`config.mk`:
```
export PLATFORM = sky130hd
export DESIGN_NAME = output_corruption_counter
export DESIGN_NICKNAME = d
export VERILOG_FILES = /design/src/rtl/corruption_pkg.sv /design/src/rtl/output_corruption_counter_popcount.sv /design/src/rtl/output_corruption_counter.sv
export SDC_FILE = /design/constraint.sdc
export NUM_CORES = 1
export LEC_CHECK = 0
export CAP_MARGIN = 5
export CORE_UTILIZATION = 25
export CTS_BUF_LIST = sky130_fd_sc_hd__clkbuf_8
export DETAILED_ROUTE_END_ITERATION = 16
export PLACE_DENSITY = 0.56
export RECOVER_POWER = 100
export SYNTH_ARGS = -nofsm -noshare
export SYNTH_HDL_FRONTEND = slang
export SYNTH_SLANG_ARGS = --single-unit
```
`constraint.sdc`:
```
create_clock -name clk -period 5 [get_ports clk]
set_input_delay 1 -clock clk [delete_from_list [all_inputs] [get_ports clk]]
set_output_delay 1 -clock clk [all_outputs]
set_load 0.01 [all_outputs]
```
`src/rtl/corruption_pkg.sv`:
```
// Shared types and helpers for the locked-netlist corruption scoring stage.
package corruption_pkg;

  localparam int DEF_WIDTH = 17;
  localparam int DEF_KEY_W = 32;

  typedef enum logic [1:0] {
    IDLE  = 2'd0,
    RUN   = 2'd1,
    DRAIN = 2'd2
  } state_t;

  // Add two unsigned values and clamp to the all-ones value of a w-bit counter (w <= 32).
  function automatic logic [31:0] sat_add(input logic [31:0] a, input logic [31:0] b,
                                          input int unsigned w);
    logic [32:0] sum;
    logic [32:0] lim;
    sum = {1'b0, a} + {1'b0, b};
    lim = (33'd1 << w) - 33'd1;
    return (sum > lim) ? lim[31:0] : sum[31:0];
  endfunction

endpackage

```
`src/rtl/output_corruption_counter_popcount.sv`:
```
// Combinational population count: number of set bits in i_data.
module popcount
  import corruption_pkg::*;
#(
  parameter int WIDTH = DEF_WIDTH
) (
  input  logic [WIDTH-1:0]         i_data,
  output logic [$clog2(WIDTH+1)-1:0] o_count
);

  localparam int OUT_W = $clog2(WIDTH + 1);

  always_comb begin
    o_count = '0;
    for (int i = 0; i < WIDTH; i++) begin
      o_count = o_count + OUT_W'(i_data[i]);
    end
  end

endmodule

```
`src/rtl/output_corruption_counter.sv`:
```
// Scores one key trial: counts erroneous vectors, total flipped bits and worst per-vector
// Hamming distance between locked and golden outputs over N_VECTORS accepted samples.
module output_corruption_counter
  import corruption_pkg::*;
#(
  parameter int WIDTH     = DEF_WIDTH,
  parameter int N_VECTORS = 5000,
  parameter int CNT_W     = 16,
  parameter int HD_W      = 24,
  parameter int KEY_W     = DEF_KEY_W
) (
  input  logic                         clk,
  input  logic                         rst,
  input  logic                         start_i,
  input  logic [KEY_W-1:0]             key_i,
  input  logic                         vld_i,
  input  logic [WIDTH-1:0]             locked_i,
  input  logic [WIDTH-1:0]             golden_i,
  output logic                         busy_o,
  output logic                         done_o,
  output logic [KEY_W-1:0]             key_o,
  output logic [CNT_W-1:0]             err_vec_cnt_o,
  output logic [HD_W-1:0]              bit_flip_cnt_o,
  output logic [$clog2(WIDTH+1)-1:0]   max_hd_o
);

  localparam int HDW = $clog2(WIDTH + 1);
  localparam int SCW = $clog2(N_VECTORS + 1);
  localparam logic [SCW-1:0] LAST_IDX = SCW'(N_VECTORS - 1);

  state_t           r_state;
  state_t           w_next;
  logic [SCW-1:0]   r_smp_cnt;
  logic             r_s1_vld;
  logic [WIDTH-1:0] r_s1_diff;
  logic [HDW-1:0]   w_hd;
  logic [CNT_W-1:0] r_err;
  logic [HD_W-1:0]  r_flip;
  logic [HDW-1:0]   r_max;
  logic [KEY_W-1:0] r_key;
  logic             r_done;
  logic             w_start_ok;
  logic             w_accept;
  logic             w_last;
  logic [CNT_W-1:0] w_err_sum;
  logic [HD_W-1:0]  w_flip_sum;

  assign w_start_ok = (r_state == IDLE) && start_i;
  assign w_accept   = (r_state == RUN) && vld_i;
  assign w_last     = w_accept && (r_smp_cnt == LAST_IDX);

  always_ff @(posedge clk) begin
    if (rst) r_state <= IDLE;
    else     r_state <= w_next;
  end

  always_comb begin
    w_next = r_state;
    case (r_state)
      IDLE:    if (start_i) w_next = RUN;
      RUN:     if (w_last)  w_next = DRAIN;
      DRAIN:   w_next = IDLE;
      default: w_next = IDLE;
    endcase
  end

  always_comb begin
    busy_o = (r_state != IDLE);
  end

  // Stage 1: capture the bitwise difference of each accepted sample.
  always_ff @(posedge clk) begin
    if (rst) begin
      r_s1_vld  <= 1'b0;
      r_s1_diff <= '0;
      r_smp_cnt <= '0;
    end else begin
      r_s1_vld <= w_accept;
      if (w_accept) r_s1_diff <= locked_i ^ golden_i;
      if (w_start_ok)    r_smp_cnt <= '0;
      else if (w_accept) r_smp_cnt <= r_smp_cnt + SCW'(1);
    end
  end

  popcount #(.WIDTH(WIDTH)) u_popcount (
    .i_data  (r_s1_diff),
    .o_count (w_hd)
  );

  assign w_err_sum  = CNT_W'(sat_add(32'(r_err), (w_hd != '0) ? 32'd1 : 32'd0, CNT_W));
  assign w_flip_sum = HD_W'(sat_add(32'(r_flip), 32'(w_hd), HD_W));

  // Stage 2: fold the Hamming distance into the trial metrics; DRAIN lasts exactly the
  // cycle in which the final sample is folded, so done follows it directly.
  always_ff @(posedge clk) begin
    if (rst) begin
      r_err  <= '0;
      r_flip <= '0;
      r_max  <= '0;
      r_key  <= '0;
      r_done <= 1'b0;
    end else begin
      r_done <= (r_state == DRAIN);
      if (w_start_ok) begin
        r_err  <= '0;
        r_flip <= '0;
        r_max  <= '0;
        r_key  <= key_i;
      end else if (r_s1_vld) begin
        r_err  <= w_err_sum;
        r_flip <= w_flip_sum;
        if (w_hd > r_max) r_max <= w_hd;
      end
    end
  end

  assign done_o         = r_done;
  assign key_o          = r_key;
  assign err_vec_cnt_o  = r_err;
  assign bit_flip_cnt_o = r_flip;
  assign max_hd_o       = r_max;

endmodule

```
== Word level (Yosys, flattened, before mapping) ==
Index checks and enable logic that the tools add are counted.

* Word-level logic and storage cells: 52
* Register bits after elaboration: 111

* Muxes and demuxes: 6
* Reduce and logical (&&, ||, !) cells: 9
* $add $sub $neg: 19
* Equality and inequality tests: 5
* Bitwise logic cells: 1
* Magnitude comparators: 3

{| class="wikitable"
|+ Operator list
! operator !! number
|-
| $add 5x1->5 || 15
|-
| $add 24x5->25 || 1
|-
| $gt 25x24->1 const B || 1
|-
| $mux 24 || 1
|-
| $add 16x1->17 || 1
|-
| $gt 17x16->1 const B || 1
|-
| $xor 17x17->17 || 1
|-
| $mux 16 || 1
|-
| $add 13x1->13 const B || 1
|-
| $eq 13x13->1 const B || 1
|-
| $gt 5x5->1 || 1
|-
| $reduce_bool 5->1 || 1
|-
| $mux 2 || 2
|-
| $ne 2x2->1 const B || 2
|-
| $pmux 2 s2 || 1
|-
| $reduce_and 2->1 || 2
|-
| $logic_and 1x1->1 || 3
|-
| $add 1x1->2 || 1
|-
| $eq 2x1->1 const B || 1
|-
| $eq 2x2->1 const B || 1
|-
| $logic_not 2->1 || 1
|-
| $reduce_bool 2->1 || 1
|-
| $reduce_or 2->1 || 1
|-
| $mux 1 || 1
|}

== Longest topological paths before layout ==
* Word-level depth: 21
* Gate-level depth with buffers: 23
* Mapped depth without buffers: 22

== By module ==
Synthesis repeated with hierarchy kept, for this count alone.

* Cell total of the unflattened synthesis: 554
* Area total of the unflattened synthesis: 5211.2 um2

{| class="wikitable"
|+ Modules (own cells, without submodules)
! module !! cells each !! instances !! sequential area each (um2) !! area each (um2)
|-
| output_corruption_counter || 515 || 1 || 2222.1 || 4820.9
|-
| popcount || 39 || 1 || 0.0 || 390.4
|}

== Worst setup path before layout ==
Ideal clock, no wire load.

* Path type: register to register
* Start point: reg r_s1_diff[0]
* End point: reg r_flip[18], in the netlist bit_flip_cnt_o[18]
* Data required time: 4869 ps
* Path slack: 40 ps
* Stages on the path, launching flop included: 18
* Arrival time: 4829 ps
* Library setup time: 131 ps
* Cell sequence: dfxtp_1 ha_1 inv_1 fa_1 fa_1 fa_1 fa_1 inv_1 ha_1 fa_1 inv_1 fa_1 nand3b_1 a21boi_1 o21ai_1 nor3b_2 and4_1 nor3_1

* Longest elaborated chain between the ends: 19

{| class="wikitable"
|+ RTL lines
! what !! line !! text
|-
| start, declared || output_corruption_counter.sv:35 || <nowiki>logic [WIDTH-1:0] r_s1_diff;</nowiki>
|-
| start signal, assigned || output_corruption_counter.sv:79 || <nowiki>if (w_accept) r_s1_diff <= locked_i ^ golden_i;</nowiki>
|-
| $add 1x1->2 * || output_corruption_counter_popcount.sv:16 || <nowiki>o_count = o_count + OUT_W'(i_data[i]);</nowiki>
|-
| $add 5x1->5 * (15 in a row) || output_corruption_counter_popcount.sv:16 ||
|-
| net u_popcount.o_count[1] || output_corruption_counter_popcount.sv:8 || <nowiki>output logic [$clog2(WIDTH+1)-1:0] o_count</nowiki>
|-
| $add 24x5->25 * || corruption_pkg.sv:18 || <nowiki>sum = {1'b0, a} + {1'b0, b};</nowiki>
|-
| $gt 25x24->1 || corruption_pkg.sv:20 || <nowiki>return (sum > lim) ? lim[31:0] : sum[31:0];</nowiki>
|-
| $mux 24 * || corruption_pkg.sv:20 ||
|-
| end signal, assigned || output_corruption_counter.sv:111 || <nowiki>r_flip <= w_flip_sum;</nowiki>
|-
| end, declared || output_corruption_counter.sv:38 || <nowiki>logic [HD_W-1:0] r_flip;</nowiki>
|}

The timed path passes the listed nets; every way through them passes the cells marked *.
A chain may end at the register's enable or synchronous reset.

== Final worst setup path ==
* Start point: reg r_s1_diff[1]
* End point: reg r_flip[17], in the netlist bit_flip_cnt_o[17]

Same word-level chain as after synthesis.

==> impl_metrics.env <==
export IMPL_synth_edff_count=0
export IMPL_htree_num_levels=3
export IMPL_ys_types=56
export IMPL_critical_path_required_ps=5320
export IMPL_leakagePower_nw=2.954
export IMPL_final_area_um2=7675
export IMPL_syn_area_per_cell_um2=9.300
export IMPL_grt_overflow_total=0
export IMPL_diodes=0
export IMPL_timing_final_crit_period_ps=4983
export IMPL_postPlaceCellArea_um2=7118
export IMPL_hp_start="key_o[28]$_SDFFE_PP0P_"
export IMPL_synth_area_leaders="dfxtp_1, a22o_1, fa_1"
export IMPL_layout_drive_gt1_share_pct=15.05
export IMPL_slew_viol_final=41
export IMPL_dp_hpwl_um=9536
export IMPL_grt_pass1_vias=4231
export IMPL_finalCoreUtilization_pct=37.81
export IMPL_clkSinkCount=111
export IMPL_path_clk_slew_ps=100
export IMPL_p_per_area_nw_per_um2=282.6
export IMPL_finalNetCount=827
export IMPL_r2r_end="bit_flip_cnt_o[17]$_SDFFE_PP0P_"
export IMPL_clock_skew_ps=14.62
export IMPL_dr_total_vias=4538
export IMPL_grt_pass1_wl_um=21910
export IMPL_p_total_w=0.002169
export IMPL_reg2reg_depth=19
export IMPL_failed_checks="capacitance limit, slew limit"
export IMPL_vdd_ir_drop_worst_uv=134.7
export IMPL_r2r_slack_ps=20
export IMPL_synth_top_area_share_pct=42.74
export IMPL_wl_um=13450
export IMPL_syn_inst=559
export IMPL_io_buffers=148
export IMPL_hold_viol=0
export IMPL_dieArea_um2=21380
export IMPL_wl_per_cell_um=13.44
export IMPL_drv_cap=1
export IMPL_pre_cts_ws_ps=-171.1
export IMPL_synth_seq_area_share_pct=42.74
export IMPL_cp_data_arrival_time_ps=5310
export IMPL_relSlewSlack_pct=-4.786
export IMPL_clockRootBuffer="clkbuf_8"
export IMPL_gp_congestion=0.7674
export IMPL_ys_flop_type="dfxtp_1"
export IMPL_drt_pass1_iter_count=4
export IMPL_seq_power_share_pct=43.5
export IMPL_drt_iter0_markers=208
export IMPL_drt_antenna_violating_nets=0
export IMPL_ys_ff_latch=111
export IMPL_synthArstFlopShare_pct=0
export IMPL_yosys_warnings=0
export IMPL_setup_viol=0
export IMPL_max_freq_mhz=200.7
export IMPL_num_rows=52
export IMPL_start_kind="register"
export IMPL_area_growth_pct=47.63
export IMPL_core_um2=20300
export IMPL_hold_depth=1
export IMPL_worstReg2RegStart="r_s1_diff[1]$_SDFFE_PP0P_"
export IMPL_setup_ws_ps=17.12
export IMPL_yosys_top_cells_count="dfxtp_1, nor2_1, inv_1, nand2_1, a22o_1"
export IMPL_intPower_w=0.001505
export IMPL_die_y_um=146.2
export IMPL_cts_tree="yes"
export IMPL_die_w_um=146.2
export IMPL_cts_max_path_buffers=2
export IMPL_start_util_pct=25.61
export IMPL_worstSetupEndpointType="register"
export IMPL_grt_max_degree=41
export IMPL_critPathKind="reg -> reg"
export IMPL_syn_nets=660
export IMPL_yosys_area_top_type="dfxtp_1"
export IMPL_insertion_delay_ps=390
export IMPL_grt_total_usage_pct=12.65
export IMPL_drc=0
export IMPL_antenna_found_initial=0
export IMPL_post_route_period_util_pct=99.66
export IMPL_hold_class="reg -> reg"
export IMPL_tightest_slew_ps=1572
export IMPL_cts_buffers=9
export IMPL_vias_per_cell=4.533
export IMPL_outcome="complete, but fails checks"
export IMPL_synth_most_common_cell="dfxtp_1"
export IMPL_power_frac_comb_pct=30.3
export IMPL_crit_fanout=7
export IMPL_rsz0062_at_grt="true"
export IMPL_switching_power_w=0.0006632
export IMPL_pin_count=149
export IMPL_p_clk_share_pct=26.3
export IMPL_p_sw_share_pct=30.58
export IMPL_whs_endpoint="key_o[28]$_SDFFE_PP0P_"
export IMPL_syn_area_um2=5199
how the worst max path moves through the flow:
| stage | start | endpoint | cells past startpoint |
|---|---|---|---|
| 2_1_floorplan | r_s1_diff[0]$_SDFFE_PP0P_ | bit_flip_cnt_o[18]$_SDFFE_PP0P_ | 17 |
| 3_3_place_gp | r_s1_diff[0]$_SDFFE_PP0P_ | bit_flip_cnt_o[14]$_SDFFE_PP0P_ | 18 |
| 3_5_place_dp | r_s1_diff[0]$_SDFFE_PP0P_ | bit_flip_cnt_o[14]$_SDFFE_PP0P_ | 18 |
| 4_1_cts | r_s1_diff[1]$_SDFFE_PP0P_ | err_vec_cnt_o[14]$_SDFFE_PP0P_ | 20 |
| 5_1_grt | r_s1_diff[1]$_SDFFE_PP0P_ | bit_flip_cnt_o[15]$_SDFFE_PP0P_ | 18 |
| 6_report | r_s1_diff[1]$_SDFFE_PP0P_ | bit_flip_cnt_o[17]$_SDFFE_PP0P_ | 19 |
placed cells by master, fill, tap and decap left out, types with 3 or more instances in the layout:
cell             Yosys  final
a211oi_1            21     19
a21oi_1             24     16
a21oi_2              1      5
a21oi_4              1      5
a22o_1              32     32
a311oi_1             4      3
a31oi_1             13     12
and3_1               8      6
and4_1               5      5
buf_4                0     30
buf_6                1      3
clkbuf_8             0     10
clkdlybuf4s50_1      0     72
dfxtp_1            111    109
dlygate4sd3_1        0     76
fa_1                12      9
fa_2                 0      3
ha_1                19     15
ha_4                 0      3
inv_1               36     32
inv_2                0      4
mux2i_1              9      9
nand2_1             36     35
nand2b_1             4      4
nand3_1             15     14
nand4_1              8      8
nor2_1              59     54
nor2_2               1      5
nor3_1              17     11
nor3_2               0      6
o21a_1               4      3
o21ai_0             12     10
xnor2_1             26     26
xor2_1              14     13
power by group through the flow:
stage,Clock [W],Combinational [W],Sequential (W)
after detailed placement,0,0.000602,0.000962
after floorplan,0,0.000349,0.000966
after CTS,0.000595,0.000642,0.000943
final,0.000570,0.000656,0.000942
after global placement,0,0.000597,0.000961
after global routing,0.000626,0.000741,0.000948
state kept, by name (all words and copies together), names as in the netlist:
name            cells
r_state             2
r_s1_vld            1
r_s1_diff          17
bit_flip_cnt_o     24
max_hd_o            5
err_vec_cnt_o      16
done_o              1
key_o              32
r_smp_cnt          13
layout make-up:
cell class,instances,area [um^2]
tap,270,337.8
sequential,111,2225
clock inverter,6,66.31
clock buffer,10,137.6
multi-input combinational,385,3014
timing repair buffer,183,1759
inverter,36,135.1
fill,2058,12620
stage by stage:
stage / cells / hold slack [ps] / setup TNS [ps]
final: 1001 / 479.1 / 0
after global routing: 1001 / 498.1 / -4074
after CTS: 994 / 486.5 / 0
after detailed placement: 976 / 463.2 / -2564
after global placement: 976 / 460.4 / -2218
after floorplan: 559 / 428.5 / 0
critical path: stages, from the launching register on:
cell and delay, ps:
dfxtp_2 350, ha_4 260, inv_2 30, fa_1 460, fa_1 510, fa_2 440, fa_1 500, inv_2 50
ha_4 160, fa_2 550, inv_2 40, fa_2 330, nand3b_1 230, a21boi_4 240, o2111ai_2 140, buf_4 180
buf_8 130, o31ai_1 60, a21oi_1 100, nor2_1 150
routing by layer:
metal	up-vias	share of wire (%)	track usage, %
met5	-	0	0
met4	0	1.8	5.000
met3	18	4.7	2.656
met2	118	44	19.36
met1	2085	49	17.30
li1	2317	-	-
cell families (layout without fill, tap and decap cells):
kind of cell / after synthesis / after routing / synth area share, %
xor gates and xnor gates: 42 / 42 / 7.485
adders and majority gates: 31 / 31 / 9.194
buffers and inverters: 64 / 235 / 4.838
muxes: 10 / 10 / 1.950
AOI/OAI and AO/OA: 132 / 132 / 18.15
DFF: 111 / 111 / 42.74
and+or+nand+nor: 169 / 170 / 15.64
what timing repair did:
item	CTS	global route
gates resized for setup	24	42
hold buffers	0	0
pin swaps	20	23
setup buffers	3	6
gates cloned	0	1
setup endpoints to repair	30	38
Note: power is estimated with default switching activity, not from simulation.
